<file path="src/rtl/uart_pkg.sv">
// Shared UART definitions: FSM state encoding (common to the transmitter), default bit
// period and frame width.
package uart_pkg;

    typedef enum logic [2:0] {
        IDLE    = 3'd0,
        START   = 3'd1,
        DATA    = 3'd2,
        STOP    = 3'd3,
        CLEANUP = 3'd4
    } uart_state_e;

    // 25 MHz / 115200 baud
    localparam int CLKS_PER_BIT_DEFAULT = 217;
    localparam int DATA_BITS            = 8;

    // Offset from the start edge to the middle of the start bit.
    function automatic int half_bit(input int clks_per_bit);
        return (clks_per_bit - 1) / 2;
    endfunction

endpackage

</file>
<file path="src/rtl/uart_sync2.sv">
// Two-flop synchronizer for an asynchronous single-bit input; both stages reset to RESET_VAL.
module uart_sync2 #(
    parameter logic RESET_VAL = 1'b1
) (
    input  logic clk,
    input  logic rst,
    input  logic d,
    output logic q
);

    logic meta_q, meta_d;
    logic sync_q, sync_d;

    always_comb begin
        meta_d = d;
        sync_d = meta_q;
    end

    always_ff @(posedge clk) begin
        if (rst) begin
            meta_q <= RESET_VAL;
            sync_q <= RESET_VAL;
        end else begin
            meta_q <= meta_d;
            sync_q <= sync_d;
        end
    end

    assign q = sync_q;

endmodule

</file>
<file path="src/rtl/uart_rx.sv">
// UART 8N1 receiver: synchronizes RX, validates the start bit at mid-bit, samples eight
// data bits LSB-first and checks the stop bit, strobing either a good byte or a framing error.
module uart_rx
    import uart_pkg::*;
#(
    parameter int CLKS_PER_BIT = CLKS_PER_BIT_DEFAULT
) (
    input  logic       CLK,
    input  logic       RST,
    input  logic       RX,
    output logic       o_RX_DV,
    output logic [7:0] o_RX_Byte,
    output logic       o_RX_Active,
    output logic       o_Frame_Err
);

    localparam int CNT_W  = $clog2(CLKS_PER_BIT);
    localparam int BIDX_W = $clog2(DATA_BITS);

    localparam logic [CNT_W-1:0]  CNT_LAST = CNT_W'(CLKS_PER_BIT - 1);
    localparam logic [CNT_W-1:0]  CNT_HALF = CNT_W'(half_bit(CLKS_PER_BIT));
    localparam logic [BIDX_W-1:0] BIT_LAST = BIDX_W'(DATA_BITS - 1);

    logic rx_s;

    uart_state_e              state_q, state_d;
    logic [CNT_W-1:0]         cnt_q, cnt_d;
    logic [BIDX_W-1:0]        bit_idx_q, bit_idx_d;
    logic [DATA_BITS-1:0]     shift_q, shift_d;
    logic [DATA_BITS-1:0]     byte_q, byte_d;
    logic                     dv_q, dv_d;
    logic                     fe_q, fe_d;
    logic                     active_q, active_d;

    uart_sync2 #(
        .RESET_VAL(1'b1)
    ) u_sync (
        .clk(CLK),
        .rst(RST),
        .d  (RX),
        .q  (rx_s)
    );

    always_comb begin
        state_d   = state_q;
        cnt_d     = cnt_q;
        bit_idx_d = bit_idx_q;
        shift_d   = shift_q;
        byte_d    = byte_q;
        dv_d      = 1'b0;
        fe_d      = 1'b0;
        active_d  = active_q;

        case (state_q)
            IDLE: begin
                cnt_d     = '0;
                bit_idx_d = '0;
                if (!rx_s) begin
                    state_d  = START;
                    active_d = 1'b1;
                end
            end

            // A start bit that is no longer low at mid-bit is treated as line noise.
            START: begin
                if (cnt_q == CNT_HALF) begin
                    cnt_d = '0;
                    if (!rx_s) begin
                        state_d = DATA;
                    end else begin
                        state_d  = IDLE;
                        active_d = 1'b0;
                    end
                end else begin
                    cnt_d = cnt_q + 1'b1;
                end
            end

            DATA: begin
                if (cnt_q == CNT_LAST) begin
                    cnt_d            = '0;
                    shift_d[bit_idx_q] = rx_s;
                    if (bit_idx_q == BIT_LAST) begin
                        bit_idx_d = '0;
                        state_d   = STOP;
                    end else begin
                        bit_idx_d = bit_idx_q + 1'b1;
                    end
                end else begin
                    cnt_d = cnt_q + 1'b1;
                end
            end

            STOP: begin
                if (cnt_q == CNT_LAST) begin
                    cnt_d = '0;
                    if (rx_s) begin
                        byte_d = shift_q;
                        dv_d   = 1'b1;
                    end else begin
                        fe_d   = 1'b1;
                    end
                    active_d = 1'b0;
                    state_d  = CLEANUP;
                end else begin
                    cnt_d = cnt_q + 1'b1;
                end
            end

            // Waiting for the line to return high keeps a held-low break from re-triggering.
            CLEANUP: begin
                if (rx_s) begin
                    state_d = IDLE;
                end
            end

            default: begin
                state_d = IDLE;
            end
        endcase
    end

    always_ff @(posedge CLK) begin
        if (RST) begin
            state_q   <= IDLE;
            cnt_q     <= '0;
            bit_idx_q <= '0;
            byte_q    <= '0;
            dv_q      <= 1'b0;
            fe_q      <= 1'b0;
            active_q  <= 1'b0;
        end else begin
            state_q   <= state_d;
            cnt_q     <= cnt_d;
            bit_idx_q <= bit_idx_d;
            byte_q    <= byte_d;
            dv_q      <= dv_d;
            fe_q      <= fe_d;
            active_q  <= active_d;
        end
    end

    always_ff @(posedge CLK) begin
        shift_q <= shift_d;
    end

    assign o_RX_DV     = dv_q;
    assign o_RX_Byte   = byte_q;
    assign o_RX_Active = active_q;
    assign o_Frame_Err = fe_q;

endmodule

</file>
<file path="config.mk">
export PLATFORM = sky130hd
export DESIGN_NAME = uart_rx
export DESIGN_NICKNAME = d
export VERILOG_FILES = /design/src/rtl/uart_pkg.sv /design/src/rtl/uart_sync2.sv /design/src/rtl/uart_rx.sv
export SDC_FILE = /design/constraint.sdc
export NUM_CORES = 1
export LEC_CHECK = 0
export ABC_AREA = 1
export BUFFER_PORTS_ARGS = -buffer_cell sky130_fd_sc_hd__buf_2
export CAP_MARGIN = 20
export CORE_MARGIN = 5
export CORE_UTILIZATION = 45
export DETAILED_ROUTE_END_ITERATION = 8
export PLACE_DENSITY_LB_ADDON = 0.1
export RECOVER_POWER = 50
export SLEW_MARGIN = 30
export SYNTH_ARGS = -nofsm -noshare
export SYNTH_HDL_FRONTEND = slang
export SYNTH_HIERARCHICAL = 1
export SYNTH_SLANG_ARGS = --single-unit
</file>
<file path="constraint.sdc">
create_clock -name CLK -period 1.6 [get_ports CLK]
set_input_delay 0.24 -clock CLK [delete_from_list [all_inputs] [get_ports CLK]]
set_output_delay 0.24 -clock CLK [all_outputs]
set_load 0.005 [all_outputs]
</file>
==> results by group, run 1 <==
Synth
  • Cells after synthesis: around 220
  • Sequential element share of the synthesized area: 0.4699
  • Post-synthesis cell type count: 23
  • Cell type contributing the most total cell area after synthesis: sky130_fd_sc_hd__dfxtp_1
  • Area share of the largest cell type after synthesis: 0.3253
  • Net count after synthesis: roughly 230
  • EDFF count, synth: 8
  • Leading post-synthesis cells by cell area: sky130_fd_sc_hd__dfxtp_1 (33%), sky130_fd_sc_hd__edfxtp_1 (14%), sky130_fd_sc_hd__inv_1 (8.4%)
  • Mean post-synth cell area: 7.622 sq um
  • Share of flip-flops with an asynchronous set or reset: 0
  • Synthesized flop and latch total: 35
  • Dominant register cell in the synthesized netlist: sky130_fd_sc_hd__dfxtp_1
  • Synthesized cell area: roughly 1700 sq um
  • Yosys warns: 6

Placement
  • DP Wirelength: 2552 um
  • Number of placed instances with taps included: approximately 290
  • IO buf count: 13
  • Final GP Congestion: ~0.83
  • Placed cell areas: 1883 sq um

Cells and area
  • Layout Area Growth over Synthesis: 23.19%
  • Antenna cell count: 0
  • Final net count: between 200 and 300
  • Most common cell after layout, fill and taps aside: sky130_fd_sc_hd__inv_1
  • Commonest cells after routing, fill and taps aside: sky130_fd_sc_hd__inv_1 (37), sky130_fd_sc_hd__nand2_1 (36), sky130_fd_sc_hd__nor2_1 (28)
  • Final core utilization: 0.5677
  • Layout Cell Area excl Fill: 2047 sq um
  • Share of layout cells above drive strength 1: 0.1912
  • Count of placed standard cells in the final layout, fillers left out: between 200 and 300

Worst setup path
  • Stages on worst setup path: 6
  • Number of cells on the worst reg-to-reg path: 6
  • Arrival time reported for the critical path endpoint: 1.46 ns
  • Largest fanout on the critical path: 4
  • Stage delay of the slowest cell on the critical path: between 0.3 and 0.4 ns
  • Required @ worst endpoint: 1.59 ns
  • Startpoint kind of the worst setup timing path: register
  • Cell with the largest stage delay on the worst path: sky130_fd_sc_hd__dfxtp_1
  • Type of the worst setup path: reg2reg
  • Critical path buffer and inverter count: 1
  • Cell family with the largest share of critical-path delay: simple AND/OR/NAND/NOR gates
  • Type of element capturing the critical path: register
  • Crit path cell chain: inv_1, ha_2, nand2_1, nor3_4, nand2_2, nor3_1

Die
  • Core area: 3606 sq um
  • Placement row count: 22
  • Die Y: a little over 70 um
  • I/O Pins: 14
  • Die width: 70.77 um
  • Die area: between 5000 and 6000 sq um
  • Initial cell density of the core: 0.4608

Power
  • Largest voltage drop on the vdd net: roughly 0.75 mV
  • Pwr/cell area: 1406 nW/um^2
  • Leakage component of the power: about 0.00085 uW

Global route
  • First-pass GRT wire length: around 5800 um
  • Maximum number of pins on one net before global-route repair: 17
  • Total routing usage reported by global routing: 0.1468
  • Vias in the first global route: 1292
  • Number of antenna violations at the first check in global routing: 0
  • GRT met3 Usage: 0.04403
  • GR Util met2: 0.2255
  • Met1 Use GR: 0.1888
  • Highest-utilization routing layer at the global route stage: met2
  • Global-route congestion overflow total: 0

CTS
  • H-tree levels: 2
  • Root buffer cell: sky130_fd_sc_hd__clkbuf_8
  • Number of buffers created by CTS: 5
  • Buffer depth of the longest clock path: 2
  • Clock slew at the register clock pins of the worst setup and hold paths: approximately 0.070 ns
  • Worst-skew pair later-pin latency: 0.29 ns
  • CTS sink cnt: 35
  • CTS tree: yes

Timing
  • Final hold slack: 0.1190 ns
  • Transition at the pin with the smallest max-transition slack: 0.5517 ns
  • Post-layout minimum cycle time: ~1.5 ns
  • Final-report max-slew violation count: 0
  • Worst slew slack as a fraction of its limit: 0.6318
  • Setup TNS: 0 ns
  • Unrepaired setup endpoints after global routing: false
  • Count of final hold-check violations: 0
  • Final clock period utilization by the worst path: 0.9213
  • Clock skew after layout: 0.004750 ns
  • Maximum operating frequency: roughly 680 MHz
  • Final setup violation count: 0

Drt
  • Vias per cell: ~4.7
  • Remaining design rule violation count: 0
  • Total number of vias: ~1400
  • Post-route ant nets: 0
  • Wire length per cell after detailed routing: ~12 um
  • Drt pass-1 iters: 4
  • Detailed router's first-iteration violation count: roughly 110
  • Drt total wl: 3440 um

Min path
  • Worst Hold Depth: 3
  • Hold Crit Class: in2reg

Flow run
  • Max cap viols: 0

Outcome
  • Status: finished clean
==> worst register-to-register path, stage by stage (launching register included) <==
cell	delay, ns
sky130_fd_sc_hd__dfxtp_1	0.33
sky130_fd_sc_hd__inv_1	0.07
sky130_fd_sc_hd__ha_2	0.19
sky130_fd_sc_hd__nand2_1	0.10
sky130_fd_sc_hd__nor3_4	0.19
sky130_fd_sc_hd__nand2_2	0.11
sky130_fd_sc_hd__nor3_1	0.17
==> per-stage QoR <==
stage / setup slack [ns] / total power (uW)
2_1_floorplan: 0.1431 / 1652
3_3_place_gp: 0.09036 / 1895
3_5_place_dp: 0.04311 / 1907
4_1_cts: 0.03075 / 2858
5_1_grt: 0.0007104 / 3051
6_report: 0.1259 / 2877
==> area by class of cell <==
cell class,instances,area (sq um)
clock buffers,6,72.57
multi-input cells,142,768.2
well taps,48,60.06
repair buffers,27,158.9
flip-flops and latches,35,780.7
clock inverters,2,60.06
fillers,359,1559
inverters,39,146.4
==> layer usage <==
layer,part of all wire,vias to the layer above
li1,-,760
met1,0.51,620
met2,0.43,19
met3,0.041,7
met4,0.020,0
met5,0,-
==> power breakdown <==
part	leakage (uW)	internal (uW)	total, uW	switching (uW)
Clock	0.0000654	623	942	319
Combinational	0.000477	316	892	576
Sequential	0.000308	981	1040	62.4
Total	0.000850	1920	2880	958
==> cells in the mapped netlist, types with 2 or more instances <==
cell type                   n
sky130_fd_sc_hd__a21oi_1   15
sky130_fd_sc_hd__dfxtp_1   27
sky130_fd_sc_hd__edfxtp_1   8
sky130_fd_sc_hd__ha_1       4
sky130_fd_sc_hd__inv_1     37
sky130_fd_sc_hd__inv_2      2
sky130_fd_sc_hd__nand2_1   37
sky130_fd_sc_hd__nand2_2    4
sky130_fd_sc_hd__nand3_1   14
sky130_fd_sc_hd__nand4_1    2
sky130_fd_sc_hd__nor2_1    31
sky130_fd_sc_hd__nor2_4     2
sky130_fd_sc_hd__nor3_1    10
sky130_fd_sc_hd__o21ai_0   13
sky130_fd_sc_hd__xor2_1     4
==> repair_timing <==
item,in CTS,in global routing
resized for setup,0,13
buffers inserted,0,0
hold buffers,0,0
endpoints found under the setup margin,0,25
==> final timing paths <==
path | from | to | slack (ns)
hold / removal | RX | u_sync/meta_q$_SDFF_PP1_ | 0.12
setup reg to reg | cnt_q[1]$_SDFFE_PP0P_ | shift_q[5]$_DFFE_PP_ | 0.13
hold reg to reg | u_sync/meta_q$_SDFF_PP1_ | u_sync/q$_SDFF_PP1_ | 0.41
setup / recovery | cnt_q[1]$_SDFFE_PP0P_ | shift_q[5]$_DFFE_PP_ | 0.13
==> kinds of logic (layout without fill, tap and decap cells) <==
group / count (synthesis) / in the layout / share of synthesized area
AO/OA/AOI/OAI: 30 / 30 / 0.09413
XOR/XNOR: 4 / 4 / 0.02108
adder cells (fa/ha/maj): 4 / 4 / 0.03012
buffers and inverters: 41 / 74 / 0.09337
flip-flops: 35 / 35 / 0.4699
AND/OR/NAND/NOR: 104 / 104 / 0.2914
==> flip-flops by register name, summed over array words and instances (netlist names), 3 cells and up <==
register and cells:
cnt_q 8, o_RX_Byte 8, shift_q 8, bit_idx_q 3, state_q 3
Note: power is estimated with default switching activity, not from simulation.
==> inputs of run 2 (changes only) <==
--- a/config.mk
+++ b/config.mk
@@ -11,7 +11,7 @@
 export CORE_MARGIN = 5
 export CORE_UTILIZATION = 45
 export DETAILED_ROUTE_END_ITERATION = 8
-export PLACE_DENSITY_LB_ADDON = 0.1
+export PLACE_DENSITY_LB_ADDON = 0.05
 export RECOVER_POWER = 50
 export SLEW_MARGIN = 30
 export SYNTH_ARGS = -nofsm -noshare
==> run 2 against run 1 <==
Against the previous run: sequential share of layout area up 0.49 points; die area unchanged; sequential cell count unchanged; global-route usage up 0.47 points; sequential power about the same; worst hold slack better by 0.0057 ns; register-to-register slack worse by 0.04 ns; maximum frequency down 2.4%; clock-buffer cell count unchanged; utilization fell by 0.62 points; first-iteration DRC count down 17%; cell area fell by 1.1%; largest power group unchanged.
==> results by group, run 2 (synthesized netlist as in run 1, its figures left out) <==
Outcome
  • Status: finished clean (unchanged)

Min path
  • Hold Path End: u_sync/meta_q$_SDFF_PP1_ (unchanged)
  • Hold Crit Class: in2reg (unchanged)
  • Worst Min Path Start: RX (unchanged)
  • Worst Hold Depth: 3 (unchanged)

Worst setup path
  • Critical path buffer and inverter count: 1 (unchanged)
  • Stage delay of the slowest cell on the critical path: 0.33 ns (about the same)
  • Flop-to-flop setup slack: 0.09 ns (was 0.13 ns)
  • Stages on worst setup path: 5 (was 6)
  • Endpoint of the worst register-to-register path: shift_q[2]$_DFFE_PP_ (was shift_q[5]$_DFFE_PP_)
  • Cell family with the largest share of critical-path delay: simple AND/OR/NAND/NOR gates (unchanged)
  • Arrival time reported for the critical path endpoint: 1.49 ns (was 1.46 ns)
  • Type of the worst setup path: reg2reg (unchanged)
  • Crit path cell chain: inv_1, nand4_1, nor3_4, nand2_2, nor3_1 (was inv_1, ha_2, nand2_1, nor3_4, nand2_2, nor3_1)
  • Startpoint kind of the worst setup timing path: register (unchanged)
  • Reg2Reg Launch Point: cnt_q[2]$_SDFFE_PP0P_ (was cnt_q[1]$_SDFFE_PP0P_)
  • Cell with the largest stage delay on the worst path: sky130_fd_sc_hd__dfxtp_1 (unchanged)
  • Number of cells on the worst reg-to-reg path: 5 (was 6)
  • Required @ worst endpoint: 1.58 ns (was 1.59 ns)
  • Largest fanout on the critical path: 4 (unchanged)
  • Type of element capturing the critical path: register (unchanged)

Timing
  • Final clock period utilization by the worst path: 0.9442 (was 0.9213)
  • Clock skew after layout: 0.005777 ns (was 0.004750 ns)
  • Count of final hold-check violations: 0 (unchanged)
  • Final-report max-slew violation count: 0 (unchanged)
  • Setup ws final: 0.08923 ns (was 0.1259 ns)
  • Post-layout minimum cycle time: 1.511 ns (was 1.474 ns)
  • Worst slew slack as a fraction of its limit: 0.5955 (was 0.6318)
  • Maximum operating frequency: 661.9 MHz (was 678.4 MHz)
  • Transition at the pin with the smallest max-transition slack: 0.6061 ns (was 0.5517 ns)
  • Final hold slack: 0.1247 ns (was 0.1190 ns)
  • Setup TNS: 0 ns (unchanged)
  • Final setup violation count: 0 (unchanged)

Drt
  • Total number of vias: 1437 (was 1406)
  • Vias per cell: 4.790 (was 4.702)
  • Wire length per cell after detailed routing: 11.75 um (was 11.51 um)
  • Remaining design rule violation count: 0 (unchanged)
  • Detailed router's first-iteration violation count: 94 (was 113)
  • Drt pass-1 iters: 4 (unchanged)
  • Post-route ant nets: 0 (unchanged)
  • Drt total wl: 3525 um (was 3440 um)

Placement
  • IO buf count: 13 (unchanged)
  • Final GP Congestion: 0.8513 (was 0.8274)
  • Worst-case setup slack after placement: 0.009330 ns (was 0.04311 ns)
  • Number of placed instances with taps included: 291 (unchanged)
  • DP Wirelength: 2629 um (was 2552 um)

Power
  • Leakage component of the power: 0.0008374 uW (was 0.0008499 uW)
  • Pwr/cell area: 1277 nW/um^2 (was 1406 nW/um^2)
  • NetSw: 965.7 uW (was 957.5 uW)
  • Switching part of the total: 0.3735 (was 0.3328)
  • Sequential share of power: 0.404 (was 0.363)
  • Combinational share of power: 0.358 (was 0.310)
  • Largest voltage drop on the vdd net: 0.5332 mV (was 0.7463 mV)
  • Clk pwr share: 0.238 (was 0.327)
  • Cell Int Power: 1620 uW (was 1920 uW)

CTS
  • H-tree levels: 2 (unchanged)
  • CTS tree: yes (unchanged)
  • CTS sink cnt: 35 (unchanged)
  • Worst-skew pair later-pin latency: 0.28 ns (was 0.29 ns)
  • Number of buffers inserted for hold repair after clock tree synthesis: 0 (unchanged)
  • Number of buffers created by CTS: 5 (unchanged)
  • Clock slew at the register clock pins of the worst setup and hold paths: 0.07 ns (about the same)
  • Buffer depth of the longest clock path: 2 (unchanged)
  • Root buffer cell: sky130_fd_sc_hd__clkbuf_8 (unchanged)

Global route
  • Number of antenna violations at the first check in global routing: 0 (unchanged)
  • First-pass GRT wire length: 6030 um (was 5789 um)
  • Total routing usage reported by global routing: 0.1515 (was 0.1468)
  • Maximum number of pins on one net before global-route repair: 17 (unchanged)
  • Global-route congestion overflow total: 0 (unchanged)
  • Vias in the first global route: 1369 (was 1292)

Die
  • Initial cell density of the core: 0.4608 (unchanged)
  • Placement row count: 22 (unchanged)
  • I/O Pins: 14 (unchanged)
  • Die area: 5008 sq um (unchanged)
  • Die Y: 70.77 um (unchanged)
  • Core area: 3606 sq um (unchanged)
  • Die width: 70.77 um (unchanged)

Cells and area
  • Layout Area Growth over Synthesis: 21.84% (was 23.19%)
  • Final net count: 258 (was 257)
  • Share of layout cells above drive strength 1: 0.2183 (was 0.1912)
  • Most common cell after layout, fill and taps aside: sky130_fd_sc_hd__inv_1 (unchanged)
  • Commonest cells after routing, fill and taps aside: sky130_fd_sc_hd__inv_1 (37), sky130_fd_sc_hd__nand2_1 (36), sky130_fd_sc_hd__nor2_1 (27) (was sky130_fd_sc_hd__inv_1 (37), sky130_fd_sc_hd__nand2_1 (36), sky130_fd_sc_hd__nor2_1 (28))
  • Count of placed standard cells in the final layout, fillers left out: 300 (was 299)
  • Antenna cell count: 0 (unchanged)

Flow run
  • Max cap viols: 0 (unchanged)
run 2: cell type report:
type	count	area [sq um]
clock inverter	2	12.51
tap	48	60.06
multi-input combinational	142	779.5
sequential	35	782.0
clock buffer	6	72.57
inverter	39	146.4
fill	354	1582
timing repair buffer	28	171.4
run 2: metal layers:
layer / vias up / part of all wire / track usage
li1: 758 / - / -
met1: 631 / 0.47 / 0.1912
met2: 41 / 0.44 / 0.2369
met3: 7 / 0.065 / 0.04688
met4: 0 / 0.022 / 0.06889
met5: - / 0 / 0
run 2: through the flow:
step | utilization | cell area [sq um] | power (uW)
floorplan | - | 1662 | 1652
global placement | 0.5222 | 1883 | 1902
detailed placement | 0.5222 | 1883 | 1920
CTS | 0.5472 | 1973 | 2543
global route | 0.5614 | 2024 | 2773
finish | 0.5614 | 2024 | 2585
run 2: worst max-delay path by stage:
stage	endpoint	startpoint	slack [ns]
after detailed placement	shift_q[5]$_DFFE_PP_	cnt_q[1]$_SDFFE_PP0P_	0.009
after global routing	shift_q[3]$_DFFE_PP_	cnt_q[2]$_SDFFE_PP0P_	-0.009
after global placement	shift_q[5]$_DFFE_PP_	cnt_q[1]$_SDFFE_PP0P_	0.09
after floorplan	shift_q[0]$_DFFE_PP_	cnt_q[0]$_SDFFE_PP0P_	0.14
after CTS	shift_q[2]$_DFFE_PP_	cnt_q[1]$_SDFFE_PP0P_	0.02
final	shift_q[2]$_DFFE_PP_	cnt_q[2]$_SDFFE_PP0P_	0.09
run 2: power groups by stage:
| stage | combinational [uW] | clock [uW] | sequential (uW) |
|---|---|---|---|
| 5_1_grt | 1040 | 678 | 1060 |
| 3_3_place_gp | 844 | 0 | 1060 |
| 6_report | 925 | 617 | 1040 |
| 2_1_floorplan | 585 | 0 | 1070 |
| 4_1_cts | 861 | 642 | 1040 |
| 3_5_place_dp | 859 | 0 | 1060 |
run 2: what timing repair did:
| action | CTS | global route |
|---|---|---|
| gates resized for setup | 1 | 18 |
| cloned | 0 | 0 |
| pin swaps | 0 | 3 |
| endpoints found under the setup margin | 1 | 27 |
| setup buffers | 0 | 1 |
run 2: worst register-to-register path, stage by stage, from the launching register on:
cell and delay (ns):
sky130_fd_sc_hd__dfxtp_1 0.33, sky130_fd_sc_hd__inv_1 0.13, sky130_fd_sc_hd__nand4_1 0.20, sky130_fd_sc_hd__nor3_4 0.26, sky130_fd_sc_hd__nand2_2 0.11, sky130_fd_sc_hd__nor3_1 0.18
==> inputs of run 3 (changes only) <==
--- a/config.mk
+++ b/config.mk
@@ -10,6 +10,7 @@
 export CAP_MARGIN = 20
 export CORE_MARGIN = 5
 export CORE_UTILIZATION = 45
+export CTS_BUF_LIST = sky130_fd_sc_hd__clkbuf_8 sky130_fd_sc_hd__clkbuf_16
 export DETAILED_ROUTE_END_ITERATION = 8
 export PLACE_DENSITY_LB_ADDON = 0.05
 export RECOVER_POWER = 50
==> run 3 against run 2 <==
Against the previous run: maximum frequency did not move; die area unchanged; worst setup slack hardly changed.
==> results by group, run 3 (synthesized netlist as in run 1, its figures left out) <==
Outcome
  • Status: finished clean (unchanged)

Worst setup path
  • Reg2Reg Launch Point: cnt_q[2]$_SDFFE_PP0P_ (unchanged)
  • Stage delay of the slowest cell on the critical path: 0.33 ns (about the same)
  • Type of the worst setup path: reg2reg (unchanged)
  • Cell with the largest stage delay on the worst path: sky130_fd_sc_hd__dfxtp_1 (unchanged)
  • Startpoint kind of the worst setup timing path: register (unchanged)
  • Crit path cell chain: inv_1, nand4_1, nor3_4, nand2_2, nor3_1 (unchanged)
  • Required @ worst endpoint: 1.58 ns (about the same)
  • Endpoint of the worst register-to-register path: shift_q[2]$_DFFE_PP_ (unchanged)
  • Flop-to-flop setup slack: 0.09 ns (about the same)
  • Number of cells on the worst reg-to-reg path: 5 (unchanged)
  • Type of element capturing the critical path: register (unchanged)
  • Arrival time reported for the critical path endpoint: 1.49 ns (about the same)
  • Largest fanout on the critical path: 4 (unchanged)

Power
  • Leakage component of the power: 0.0008416 uW (was 0.0008374 uW)
  • Largest voltage drop on the vdd net: 0.5248 mV (was 0.5332 mV)
  • Pwr/cell area: 1274 nW/um^2 (was 1277 nW/um^2)

Drt
  • Drt pass-1 iters: 4 (unchanged)
  • Remaining design rule violation count: 0 (unchanged)
  • Post-route ant nets: 0 (unchanged)
  • Vias per cell: 4.790 (unchanged)
  • Drt total wl: 3523 um (was 3525 um)
  • Wire length per cell after detailed routing: 11.74 um (was 11.75 um)
  • Detailed router's first-iteration violation count: 94 (unchanged)
  • Total number of vias: 1437 (unchanged)

Timing
  • Clock skew after layout: 0.005777 ns (about the same)
  • Maximum operating frequency: 661.9 MHz (unchanged)
  • Count of final hold-check violations: 0 (unchanged)
  • Post-layout minimum cycle time: 1.511 ns (about the same)
  • Final hold slack: 0.1250 ns (was 0.1247 ns)
  • Setup ws final: 0.08923 ns (about the same)
  • Final clock period utilization by the worst path: 0.9442 (about the same)
  • Final-report max-slew violation count: 0 (unchanged)
  • Setup TNS: 0 ns (unchanged)
  • Transition at the pin with the smallest max-transition slack: 0.6061 ns (about the same)
  • Worst slew slack as a fraction of its limit: 0.5955 (about the same)
  • Final setup violation count: 0 (unchanged)

Global route
  • Vias in the first global route: 1369 (unchanged)
  • Total routing usage reported by global routing: 0.1515 (unchanged)
  • Maximum number of pins on one net before global-route repair: 17 (unchanged)
  • First-pass GRT wire length: 6030 um (unchanged)
  • Global-route congestion overflow total: 0 (unchanged)
  • Number of antenna violations at the first check in global routing: 0 (unchanged)

Die
  • Die width: 70.77 um (unchanged)
  • Placement row count: 22 (unchanged)
  • Die Y: 70.77 um (unchanged)
  • Die area: 5008 sq um (unchanged)
  • Initial cell density of the core: 0.4608 (unchanged)
  • Core area: 3606 sq um (unchanged)
  • I/O Pins: 14 (unchanged)

CTS
  • Clock slew at the register clock pins of the worst setup and hold paths: 0.07 ns (about the same)
  • Buffer depth of the longest clock path: 2 (unchanged)
  • CTS tree: yes (unchanged)
  • CTS sink cnt: 35 (unchanged)
  • Root buffer cell: sky130_fd_sc_hd__clkbuf_8 (unchanged)
  • H-tree levels: 2 (unchanged)
  • Number of buffers created by CTS: 5 (unchanged)
  • Worst-skew pair later-pin latency: 0.28 ns (about the same)

Placement
  • IO buf count: 13 (unchanged)
  • Worst-case setup slack after placement: 0.009330 ns (unchanged)
  • DP Wirelength: 2629 um (unchanged)
  • Final GP Congestion: 0.8513 (unchanged)
  • Number of placed instances with taps included: 291 (unchanged)

Cells and area
  • Most common cell after layout, fill and taps aside: sky130_fd_sc_hd__inv_1 (unchanged)
  • Final net count: 258 (unchanged)
  • Antenna cell count: 0 (unchanged)
  • Fillers: 354 (unchanged)
  • Layout Area Growth over Synthesis: 21.84% (unchanged)
  • Share of layout cells above drive strength 1: 0.2183 (unchanged)
  • Area of the multi-input gates: 779.5 sq um (unchanged)
  • Commonest cells after routing, fill and taps aside: sky130_fd_sc_hd__inv_1 (38), sky130_fd_sc_hd__nand2_1 (36), sky130_fd_sc_hd__nor2_1 (27) (was sky130_fd_sc_hd__inv_1 (37), sky130_fd_sc_hd__nand2_1 (36), sky130_fd_sc_hd__nor2_1 (27))
  • Area used by sequential logic in the layout: 782.0 sq um (unchanged)
  • Count of placed standard cells in the final layout, fillers left out: 300 (unchanged)

Min path
  • Hold Path End: u_sync/meta_q$_SDFF_PP1_ (unchanged)
  • Worst Hold Depth: 3 (unchanged)
  • Hold Crit Class: in2reg (unchanged)
  • Worst Min Path Start: RX (unchanged)

Flow run
  • Max cap viols: 0 (unchanged)
==> run 3: changes by cell type in the layout (fill, tap and decap cells not counted), sizes merged <==
| cell | previous run | this run |
|---|---|---|
| clkbuf | 11 | 10 |
| inv | 39 | 40 |
==> run 3: critical path: cells and delay by family (launching register included) <==
kind / cells / cell delay (ns)
buffers and inverters: 1 / 0.13
flip-flops: 1 / 0.33
AND/OR/NAND/NOR: 4 / 0.75
==> run 3: where the power goes <==
part | leakage [uW] | internal (uW) | total, uW | switching, uW
Clock | 0.0000453 | 297 | 610 | 312
Combinational | 0.000488 | 332 | 925 | 593
Sequential | 0.000308 | 984 | 1040 | 60.3
==> run 3: how the worst max path moves through the flow <==
stage | startpoint | endpoint | cells past startpoint
2_1_floorplan | cnt_q[0]$_SDFFE_PP0P_ | shift_q[0]$_DFFE_PP_ | 6
3_3_place_gp | cnt_q[1]$_SDFFE_PP0P_ | shift_q[5]$_DFFE_PP_ | 6
3_5_place_dp | cnt_q[1]$_SDFFE_PP0P_ | shift_q[5]$_DFFE_PP_ | 6
4_1_cts | cnt_q[1]$_SDFFE_PP0P_ | shift_q[2]$_DFFE_PP_ | 6
5_1_grt | cnt_q[2]$_SDFFE_PP0P_ | shift_q[3]$_DFFE_PP_ | 5
6_report | cnt_q[2]$_SDFFE_PP0P_ | shift_q[2]$_DFFE_PP_ | 5
==> run 3: metal layers <==
layer / vias up / wire length, um / part of all wire / global-route usage
met5: - / 0 / 0 / 0
met2: 41 / 1560 / 0.44 / 0.2369
met1: 631 / 1653 / 0.47 / 0.1912
li1: 758 / - / - / -
met3: 7 / 229 / 0.065 / 0.04688
met4: 0 / 78 / 0.022 / 0.06889
==> run 3: cell type report <==
cell class	count	share of cell area
clock buffer	5	0.03399
clock inverter	3	0.008035
inverter	39	0.07231
multi-input combinational	142	0.3850
sequential	35	0.3863
tap	48	0.02967
timing repair buffer	28	0.08467
==> run 3: what timing repair did <==
action                                  in CTS  in global routing
pin swaps                                    0                  3
setup buffers                                0                  1
endpoints found under the setup margin       1                 27
resized for setup                            1                 18
hold buffers                                 0                  0
==> run 3: metrics by stage <==
stage / total power, uW / area (sq um) / utilization
2_1_floorplan: 1652 / 1662 / -
3_3_place_gp: 1902 / 1883 / 0.5222
3_5_place_dp: 1920 / 1883 / 0.5222
4_1_cts: 2537 / 1973 / 0.5472
5_1_grt: 2768 / 2024 / 0.5614
6_report: 2579 / 2024 / 0.5614
